[src/rtl/fifo_pkg.sv]
// Shared definitions for the async FIFO write/read pointer controllers.
// Pointer helpers work on a 32-bit container; callers zero-extend narrower
// pointers on the way in and size-cast the result on the way out.
package fifo_pkg;

  localparam int FIFO_PTR_W  = 4;
  localparam int FIFO_DATA_W = 8;
  localparam int PTR_MAX_W   = 32;

  // Binary to reflected Gray; width-agnostic as long as unused MSBs are zero.
  function automatic logic [PTR_MAX_W-1:0] bin2gray(input logic [PTR_MAX_W-1:0] b);
    return b ^ (b >> 1);
  endfunction

  // Gray to binary: each binary bit is the XOR of all Gray bits at or above it.
  function automatic logic [PTR_MAX_W-1:0] gray2bin(input logic [PTR_MAX_W-1:0] g);
    logic [PTR_MAX_W-1:0] b;
    b = '0;
    for (int i = 0; i < PTR_MAX_W; i++) begin
      b[i] = ^(g >> i);
    end
    return b;
  endfunction

endpackage

[src/rtl/sync2.sv]
// Two-flop synchronizer for a Gray-coded pointer crossing clock domains.
// Only one bit changes per source update, so a multi-bit capture is safe.
module sync2 #(
  parameter int W = 4
) (
  input  logic         clk,
  input  logic         rst_n,
  input  logic [W-1:0] d,
  output logic [W-1:0] q
);

  logic [W-1:0] q1;

  // First stage may go metastable; second stage gives it a full cycle to settle.
  always_ff @(posedge clk or negedge rst_n) begin
    if (!rst_n) begin
      q1 <= '0;
      q  <= '0;
    end else begin
      q1 <= d;
      q  <= q1;
    end
  end

endmodule

[src/rtl/fifo_wptr_ctrl.sv]
// Write-side pointer controller for the async FIFO (wclk domain).
// Owns the binary write pointer, publishes its Gray form to the read side,
// and derives full / almost-full / level / sticky overflow from the
// synchronized read pointer. Status is pessimistic while a read-pointer
// update is still crossing, so occupancy is never underreported.
module fifo_wptr_ctrl
  import fifo_pkg::*;
#(
  parameter int N         = FIFO_PTR_W,
  parameter int AF_MARGIN = 2
) (
  input  logic         wclk,
  input  logic         wrst_n,
  input  logic         winc,
  input  logic [N-1:0] rptr_gray,
  input  logic         ovf_clr,
  output logic [N-2:0] waddr,
  output logic         wenable,
  output logic [N-1:0] wptr_gray,
  output logic         wfull,
  output logic         walmost_full,
  output logic [N-1:0] wlevel,
  output logic         woverflow
);

  localparam int           DEPTH     = 2 ** (N - 1);
  localparam logic [N-1:0] AF_THRESH = N'(DEPTH - AF_MARGIN);

  logic [N-1:0] wbin;
  logic [N-1:0] wbin_next;
  logic [N-1:0] wgray_next;
  logic [N-1:0] rq2;
  logic [N-1:0] rbin;
  logic [N-1:0] level_next;
  logic         full_next;
  logic         afull_next;
  logic         ovf_next;

  // Read pointer crosses into wclk through two flops; nothing else samples it.
  sync2 #(.W(N)) u_rsync (
    .clk   (wclk),
    .rst_n (wrst_n),
    .d     (rptr_gray),
    .q     (rq2)
  );

  // Accept only when not full; reset forces the strobe low regardless of winc.
  assign wenable = winc & ~wfull & wrst_n;
  assign waddr   = wbin[N-2:0];

  // Next-state pointer, level and flags all derive from the same wbin_next.
  always_comb begin
    wbin_next  = wbin + {{(N-1){1'b0}}, wenable};
    wgray_next = N'(bin2gray(PTR_MAX_W'(wbin_next)));
    rbin       = N'(gray2bin(PTR_MAX_W'(rq2)));
    level_next = wbin_next - rbin;
    // Full when the Gray pointers differ only in the top two bits.
    full_next  = (wgray_next == {~rq2[N-1:N-2], rq2[N-3:0]});
    afull_next = (level_next >= AF_THRESH);
    // A fresh overflow wins over a clear in the same cycle.
    ovf_next   = (winc & wfull) | (woverflow & ~ovf_clr);
  end

  // Pointer and status registers.
  always_ff @(posedge wclk or negedge wrst_n) begin
    if (!wrst_n) begin
      wbin         <= '0;
      wptr_gray    <= '0;
      wfull        <= 1'b0;
      walmost_full <= 1'b0;
      wlevel       <= '0;
      woverflow    <= 1'b0;
    end else begin
      wbin         <= wbin_next;
      wptr_gray    <= wgray_next;
      wfull        <= full_next;
      walmost_full <= afull_next;
      wlevel       <= level_next;
      woverflow    <= ovf_next;
    end
  end

endmodule

[config.mk]
export PLATFORM = sky130hd
export DESIGN_NAME = fifo_wptr_ctrl
export DESIGN_NICKNAME = d
export VERILOG_FILES = /design/src/rtl/fifo_pkg.sv /design/src/rtl/sync2.sv /design/src/rtl/fifo_wptr_ctrl.sv
export SDC_FILE = /design/constraint.sdc
export NUM_CORES = 1
export LEC_CHECK = 0
export BUFFER_PORTS_ARGS = -buffer_cell sky130_fd_sc_hd__buf_2
export CAP_MARGIN = 25
export CORE_UTILIZATION = 30
export DETAILED_ROUTE_END_ITERATION = 8
export PLACE_DENSITY = 0.57
export SYNTH_ARGS = -nofsm -noshare
export SYNTH_HDL_FRONTEND = slang
export SYNTH_SLANG_ARGS = --single-unit
export TNS_END_PERCENT = 30
[constraint.sdc]
create_clock -name wclk -period 4.2 [get_ports wclk]
set_input_delay 0.42 -clock wclk [delete_from_list [all_inputs] [get_ports wclk]]
set_output_delay 0.42 -clock wclk [all_outputs]
set_load 0.03 [all_outputs]
; ---- Word level (Yosys, flattened, before mapping)
; Cells that the tools add are included.
[word_totals]
register_bits = 23
inputBits = 8
out_inout_bits = 15
word_cells = 25
[op_classes]
addsub = 2
order_cmp = 1
eq_ne = 1
bitwise = 9
reduce_logical = 4
[op_table]
columns = op, count
row1 = 32-bit parity, 4
row2 = 4-bit by 1-bit adder with 4-bit output, 1
row3 = 1-bit bitwise AND, 4
row4 = 4-bit equality test, 1
row5 = "4-bit by 3-bit >= comparator with 1-bit output, second input constant", 1
row6 = 4-bit subtractor, 1
row7 = 4-bit by 3-bit XOR with 4-bit output, 1
row8 = 1-bit inverter, 2
row9 = 2-bit inverter, 1
row10 = 1-bit OR, 1

; ---- Logic depth before layout (Yosys ltp)
; Gate-level depths: netlist (run 1).
[depth]
word_depth = 6
depth_mapped = 10

; ---- Cells and area by module
; From an unflattened synthesis (run 1), not the netlist that was laid out.
[unflattened]
hier_cells = 67
area_unflattened_um2 = 913.4
[modules_own_cells]
columns = mod, instances, cells_per_inst, area_each_um2, seq_area_each_um2
row1 = fifo_wptr_ctrl, 1, 59, 713.2, 350.3
row2 = sync2, 1, 8, 200.2, 200.2

; ---- Worst setup path after synthesis (run 1)
; OpenSTA, ideal clock, no wires.
[synth_timing]
kind = reg-to-reg
startpoint = reg wfull
endpoint = reg walmost_full
arrival_ps = 2540
path_slack_ps = 1527
path_stages_with_launch = 10
path_buffers = 0
period_less_slack_ps = 2673
path_cell_list = dfrtp_1 > nor2_1 > ha_1 > ha_1 > inv_1 > fa_1 > inv_1 > and3_1 > a31oi_1 > o211ai_1
[synth_via]
elab_chain_len = 6
[synth_lines]
columns = element, line
row1 = "start, declared", fifo_wptr_ctrl.sv:20  ; output logic wfull,
row2 = "start signal, assigned", fifo_wptr_ctrl.sv:76  ; wfull <= full_next;
row3 = 1-bit inverter, fifo_wptr_ctrl.sv:48  ; assign wenable = winc & ~wfull & wrst_n;
row4 = 1-bit bitwise AND (2 in a row), fifo_wptr_ctrl.sv:48
row5 = named net wenable, fifo_wptr_ctrl.sv:18  ; output logic wenable,
row6 = 4-bit by 1-bit adder with 4-bit output, fifo_wptr_ctrl.sv:53  ; wbin_next = wbin + {{(N-1){1'b0}}, wenable};
row7 = named net wbin_next[1], fifo_wptr_ctrl.sv:30  ; logic [N-1:0] wbin_next;
row8 = 4-bit subtractor, fifo_wptr_ctrl.sv:56  ; level_next = wbin_next - rbin;
row9 = named net level_next[1], fifo_wptr_ctrl.sv:34  ; logic [N-1:0] level_next;
row10 = 4-bit by 3-bit >= comparator with 1-bit output, fifo_wptr_ctrl.sv:59  ; afull_next = (level_next >= AF_THRESH);
row11 = named net afull_next, fifo_wptr_ctrl.sv:36  ; logic afull_next;
row12 = "end signal, assigned", fifo_wptr_ctrl.sv:77  ; walmost_full <= afull_next;
row13 = "end, declared", fifo_wptr_ctrl.sv:21  ; output logic walmost_full,
; The timed path passes the listed nets, and every way through them passes these cells.

; ---- Final worst setup path (run 1)
[layout_timing]
startpoint = in wrst_n
endpoint = reg walmost_full
[layout_via]
elab_chain_len = 4
[layout_lines]
columns = element, line
row1 = "start, declared", fifo_wptr_ctrl.sv:13  ; input logic wrst_n,
row2 = 1-bit bitwise AND, fifo_wptr_ctrl.sv:48
row3 = 4-bit by 1-bit adder with 4-bit output, fifo_wptr_ctrl.sv:53
row4 = named net wbin_next[1], fifo_wptr_ctrl.sv:30
row5 = 4-bit subtractor, fifo_wptr_ctrl.sv:56
row6 = named net level_next[1], fifo_wptr_ctrl.sv:34
row7 = 4-bit by 3-bit >= comparator with 1-bit output, fifo_wptr_ctrl.sv:59
row8 = named net afull_next, fifo_wptr_ctrl.sv:36
; The timed path passes the listed nets, and every way through them passes these cells.

==> impl_metrics.yaml, run 1 <==
cts:
  cts_root_buf: "clkbuf_4"
  tritoncts: "built"
  cts.path.max_buffers: 2
  postCtsSetupBuffers: 0
  ctsHoldBuffers: 0
  htreeDepth: 1
  clkLatencyLatePin_ps: 300
  clk_pin_slew_ps: 110
  cts_made_buffers: 3
  cts.sinks: 22
  cts_resized: 0
setup_path:
  worstReg2RegStart: "u_rsync.q[2]"
  timing.rr.end: "walmost_full"
  cp.arrival_ps: 2650
  required_ps: 4380
  worst_setup_path_end_kind: "register"
  rr_worst_depth: 9
  cp-start-kind: "input port"
  critical_path.max_fanout: 23
  r2r_slack_ps: 1820
  crit_type: "input port to register"
final_layout:
  final_area_mm2: 0.00111
  drive_above_1_share_pct: 30.5
  fill_cells: 285
  area_growth_pct: 19.9
  num_antenna_cells: 0
  num-nets-final: 110
  fin_cells: 126
grt:
  antenna_found_initial: 0
  grt_overflow_total: 0
  grt_usage_pct: 10.0
  grt_pass1_vias: 552
  grt_start_max_net_pins: 24
  grt_pass1_wl_um: 2420
run_status:
  status: "finished with violations"
  violations: "DRC"
power:
  power_frac_seq_pct: 32.2
  leakage_uw: 0.000554
  p_clk_share_pct: 11.0
  power.density_mw_per_mm2: 906
  pwr-share-comb_pct: 56.8
  p_sw_share_pct: 44.7
  vdd_drop_max_v: 0.000319
  p_int_uw: 559
  p_switching_uw: 451
timing:
  fin_crit_ps: 2470
  setup_viol: 0
  slew_headroom_pct: 67.4
  worstMarginPinSlew_ps: 488
  hold_violations: 0
  fmax_mhz: 404
  timing.final.ws_setup_ps: 1730
  tns_ps: 0
  clock_skew_ps: 5.77
  slew_violations: 0
  period_share_pct: 58.9
  rsz0062_at_grt: "false"
routing:
  wl_um: 1410
  dr.pass1.iters: 6
  drtAntennaViolNets: 0
  drt-vias-per-instance: 4.42
  num_vias: 557
  drtIter0Drc: 7
  drc: 1
  wl_per_cell_um: 11.2
die:
  die_x_um: 57.7
  placement_rows: 19
  start_util_pct: 32.6
  ios: 23
  die_area_mm2: 0.00333
  fp.dieH_um: 57.7
  core_area_mm2: 0.00285
flow_run:
  maxCapViolations: 0
synthesis:
  synth.top_cells.by_count: "dfrtp_1, xnor2_1, inv_1, ha_1, xor2_1"
  yosysTopAreaCell: "dfrtp_1"
  yosysMostFrequentCell: "dfrtp_1"
  synth_edf_count: 0
  ys_ff_latch: 22
  synth_cell_types: 23
  ys_top_cells_by_area: "dfrtp_1, xnor2_1, ha_1"
  async_flop_share_pct: 100
  avgSynthCellArea_um2: 13.5
  syn_area_um2: 930
  synth_top_area_share_pct: 59.2
  synth_nets: 83
  ys_seq_area_share_pct: 59.2
  synthFlopType: "dfrtp_1"
  synthCells: 69
  yosysWarnings: 0
min_path:
  worstHoldPathType: "input port to asynchronous set/reset pin"
placed_design:
  place_area_mm2: 0.00108
  place_congestion: 0.827
  place_inst: 122
  dpl_worst_slack_ps: 1360
  io_buffers: 22
  dpl.hpwl_um: 1110
[power by group through the flow]
stage | Clock (uW) | Combinational (uW) | Sequential [uW]
after floorplan | 0 | 304 | 469
after global placement | 0 | 568 | 329
after detailed placement | 0 | 577 | 332
after CTS | 118 | 580 | 328
after global routing | 126 | 628 | 337
final | 111 | 573 | 325
[flip-flops by register name, indices dropped and copies added, names as in the netlist]
| name | count |
|---|---|
| u_rsync.q1 | 4 |
| u_rsync.q | 4 |
| wbin | 4 |
| wlevel | 4 |
| wptr_gray | 3 |
| walmost_full | 1 |
| wfull | 1 |
| woverflow | 1 |
[kinds of logic after synthesis]
logic type	after synthesis	share of synthesized area (%)
flops	22	59.2
xor+xnor	16	16.7
compound gates	9	7.27
buf+inv	8	3.23
simple gates	7	3.63
fa+ha+maj	6	8.88
mux	1	1.08
[per-layer routing]
metal	vias up	track usage, %	part of all wire [%]	wire length, um
met4	0	2.04	0.99	14
met1	263	11.3	41	580
met3	2	4.91	6.3	89
li1	278	-	-	-
met5	-	0	0	0
met2	14	17.3	52	729
[layout make-up]
type / instances / area [um2] / area share (%)
clock buffers: 4 / 36.3 / 3.25
flip-flops and latches: 22 / 551 / 49.4
inverters: 8 / 30.0 / 2.69
repair buffers: 22 / 110 / 9.88
multi-input cells: 39 / 349 / 31.3
well taps: 31 / 38.8 / 3.48
[metrics by stage]
stage / hold slack [ps] / total power [uW] / utilization [%]
floorplan: 124 / 773 / -
global route: 92.3 / 1090 / 39.1
finish: 62.3 / 1010 / 39.1
CTS: 69.8 / 1030 / 39.1
global placement: 331 / 897 / 37.8
detailed placement: 335 / 909 / 37.8
[cells in the final DEF, fill, tap and decap left out]
cell	n
a21o_1	1
nor2_1	1
nand2_1	2
a211oi_1	1
a21oi_1	1
xnor2_1	9
nand3_1	2
ha_1	5
a211oi_2	1
o22a_1	1
xor2_2	1
xnor2_2	1
xor2_1	5
o21ai_0	1
fa_1	1
inv_1	8
a31oi_1	1
mux2i_1	1
or3_1	1
dfrtp_1	22
a21boi_1	1
and3_1	1
o211ai_1	1
clkbuf_4	3
clkbuf_8	1
buf_2	22
[worst max-delay path, cell delays in order]
cell and delay (ps):
buf_2 400, nand2_1 90, nor2_1 150, ha_1 210
ha_1 240, inv_1 110, fa_1 560, inv_1 50
and3_1 150, a31oi_1 140, o211ai_1 110
[how the worst max path moves through the flow]
stage / startpoint / end / slack (ps) / depth (start not counted)
6_report: wrst_n / walmost_full / 1730 / 11
5_1_grt: wrst_n / walmost_full / 1460 / 11
4_1_cts: wrst_n / walmost_full / 1690 / 11
3_5_place_dp: wrst_n / walmost_full / 1360 / 11
3_3_place_gp: wrst_n / walmost_full / 1410 / 11
2_1_floorplan: wfull / walmost_full / 1530 / 9
Note: power is estimated with default switching activity, not from simulation.
==> inputs of run 2 (changes only) <==
--- a/config.mk
+++ b/config.mk
@@ -5,11 +5,12 @@
 export SDC_FILE = /design/constraint.sdc
 export NUM_CORES = 1
 export LEC_CHECK = 0
+export ABC_AREA = 1
 export BUFFER_PORTS_ARGS = -buffer_cell sky130_fd_sc_hd__buf_2
 export CAP_MARGIN = 25
 export CORE_UTILIZATION = 30
 export DETAILED_ROUTE_END_ITERATION = 8
-export PLACE_DENSITY = 0.57
+export PLACE_DENSITY = 0.59
 export SYNTH_ARGS = -nofsm -noshare
 export SYNTH_HDL_FRONTEND = slang
 export SYNTH_SLANG_ARGS = --single-unit
==> constraint.sdc (replaced) <==
create_clock -name wclk -period 2.13 [get_ports wclk]
set_input_delay 0.213 -clock wclk [delete_from_list [all_inputs] [get_ports wclk]]
set_output_delay 0.213 -clock wclk [all_outputs]
set_load 0.03 [all_outputs]
==> run 2 against run 1 <==
The flow still finishes with violations (DRC). Global-route usage increased by 1.3 points. Via count increased by 26%. Synthesized cell count increased by 35%. Clock power increased by 100%. Sequential power increased by 92%. Power increased by 88%. Area after synthesis increased by 1.2%. First-iteration DRC count increased to 3.1 times the previous value. Worst hold slack improved by 9.3 ps. Critical path depth decreased by 3. Utilization increased by 3.8 points. Design area increased by 9.8%. Highest routed layer unchanged.
==> impl_metrics.yaml, run 2 <==
setup_path:
  cp.arrival_ps: 2250
  crit_slowest_cell: "dfrtp_1"
  cp-start-kind: "register"
  critical_path.max_fanout: 3
  critPathMostFrequentCell: "xor2_2"
  worstReg2RegStart: "u_rsync.q[2]"
  crit_chain: "xor2_2 > xor2_2 > xor2_1 > ha_1 > fa_1 > xnor2_2 > nand2_1 > nand3_1"
  cpPeakStageDelay_ps: 450
  required_ps: 2340
  worst_setup_path_end_kind: "register"
  cp-startpoint: "u_rsync.q[2]"
  crit_type: "register to register"
die:
  start_util_pct: 33.0
  placement_rows: 19
  die_area_mm2: 0.00336
  fp.dieH_um: 58.0
  ios: 23
  core_area_mm2: 0.00285
  die_x_um: 58.0
final_layout:
  final_cell_mix: "nand2_1, buf_2, dfrtp_1"
  num-nets-final: 141
  num_antenna_cells: 0
  fin_util_pct: 42.9
  fin_cells: 157
  mostFrequentLayoutCell: "nand2_1"
  drive_above_1_share_pct: 27.8
  area_growth_pct: 30.1
synthesis:
  avgSynthCellArea_um2: 10.1
  synthMuxAreaShare_pct: 0
  synth_nets: 107
  synth_cell_types: 14
  synthSimpleGateAreaFrac_pct: 17.8
  synthAdderAreaFrac_pct: 8.78
  ys_ff_latch: 22
  ys_seq_area_share_pct: 58.5
  yosysWarnings: 0
  yosysTopAreaCell: "dfrtp_1"
  synth.top_cells.by_count: "nand2_1, dfrtp_1, inv_1, nand3_1, ha_1"
  synth-compound-area-share_pct: 1.86
  synth_edf_count: 0
  async_flop_share_pct: 100
  synthCells: 93
  synth_top_family_by_area: "simple AND/OR/NAND/NOR gates"
  synthFlopType: "dfrtp_1"
  yosysMostFrequentCell: "nand2_1"
  syn_area_um2: 941
  ys_top_cells_by_area: "dfrtp_1, nand2_1, inv_1"
  synthXorXnorAreaFrac_pct: 6.25
  synth_top_area_share_pct: 58.5
timing:
  slew_violations: 0
  clock_skew_ps: 3.09
  period_share_pct: 95.8
  whs_ps: 71.6
  fin_crit_ps: 2040
  fmax_mhz: 490
  setup_viol: 0
  tns_ps: 0
  hold_violations: 0
  worstMarginPinSlew_ps: 275
  slew_headroom_pct: 81.6
routing:
  drc: 2
  drt-vias-per-instance: 4.48
  drtIter0Drc: 22
  dr.pass1.iters: 8
  wl_um: 1750
  wl_per_cell_um: 11.2
  drtAntennaViolNets: 0
  num_vias: 704
cts:
  cts_root_buf: "clkbuf_4"
  clkLatencyLatePin_ps: 310
  cts.sinks: 22
  htreeDepth: 1
  clk_pin_slew_ps: 110
  tritoncts: "built"
  cts.path.max_buffers: 2
  cts_made_buffers: 3
min_path:
  hp-start: "ovf_clr"
  worstHoldPathType: "input port to register"
placed_design:
  dpl.hpwl_um: 1260
  place_congestion: 0.782
  place_inst: 147
  io_buffers: 22
grt:
  grt_overflow_total: 0
  grt_usage_pct: 11.3
  grt_pass1_wl_um: 2750
  grt_pass1_vias: 666
  grt_start_max_net_pins: 23
  antenna_found_initial: 0
run_status:
  violations: "DRC"
  status: "finished with violations"
power:
  power.density_mw_per_mm2: 1550
  power_uw: 1900
  vdd_drop_max_v: 0.000555
  leakage_uw: 0.000669
flow_run:
  maxCapViolations: 0
## run 2: final timing paths
kind / slack [ps] / to / depth (start not counted)
max: 90 / walmost_full / 8
min: 70 / woverflow / 2
max reg2reg: 90 / walmost_full / 8
min reg2reg: 360 / u_rsync.q[1] / 0
max in group asynchronous: 1440 / wfull / 3
min in group asynchronous: 450 / u_rsync.q1[2] / 3
## run 2: cells by family (layout without fill, tap and decap cells)
family / after synthesis / count (layout)
simple gates: 40 / 40
flops: 22 / 22
buf+inv: 17 / 50
fa+ha+maj: 6 / 6
xor+xnor: 5 / 5
compound gates: 3 / 3
## run 2: routing by layer
layer	part of all wire (%)	vias up	routed length [um]	track usage, %
met5	0	-	0	0
met4	0.46	0	8	4.08
met3	5.5	2	97	4.91
met2	52	20	920	19.0
met1	41	331	726	12.7
li1	-	351	-	-
## run 2: final cells by class
cell class              count  area (um2)
fillers                   306        1630
clock buffers               4        36.3
flip-flops and latches     22         552
multi-input cells          54         358
repair buffers             29         175
inverters                  17        63.8
well taps                  31        38.8
## run 2: worst max-delay path: cells and delay by family (launching register included)
kind	cells	cell delay [ps]
and+or+nand+nor	2	120
DFF	1	450
xor gates and xnor gates	4	730
adders and majority gates	2	630
## run 2: what timing repair did
action,CTS,global route
setup endpoints to repair,0,2
endpoints found under the hold margin,26,0
gates resized for setup,0,3
buffers inserted,0,1
hold buffers,5,0
## run 2: through the flow
step / cell area (um2) / setup slack, ps
6_report: 1220 / 89.2
4_1_cts: 1190 / 32.1
3_3_place_gp: 1110 / 66.6
2_1_floorplan: 950 / 49.9
3_5_place_dp: 1110 / 43.5
5_1_grt: 1220 / -8.20
## run 2: power breakdown
| part | total [uW] | internal, uW | switching [uW] |
|---|---|---|---|
| Combinational | 1050 | 355 | 690 |
| Sequential | 625 | 560 | 64.2 |
| Clock | 226 | 105 | 121 |
| Total | 1900 | 1020 | 876 |
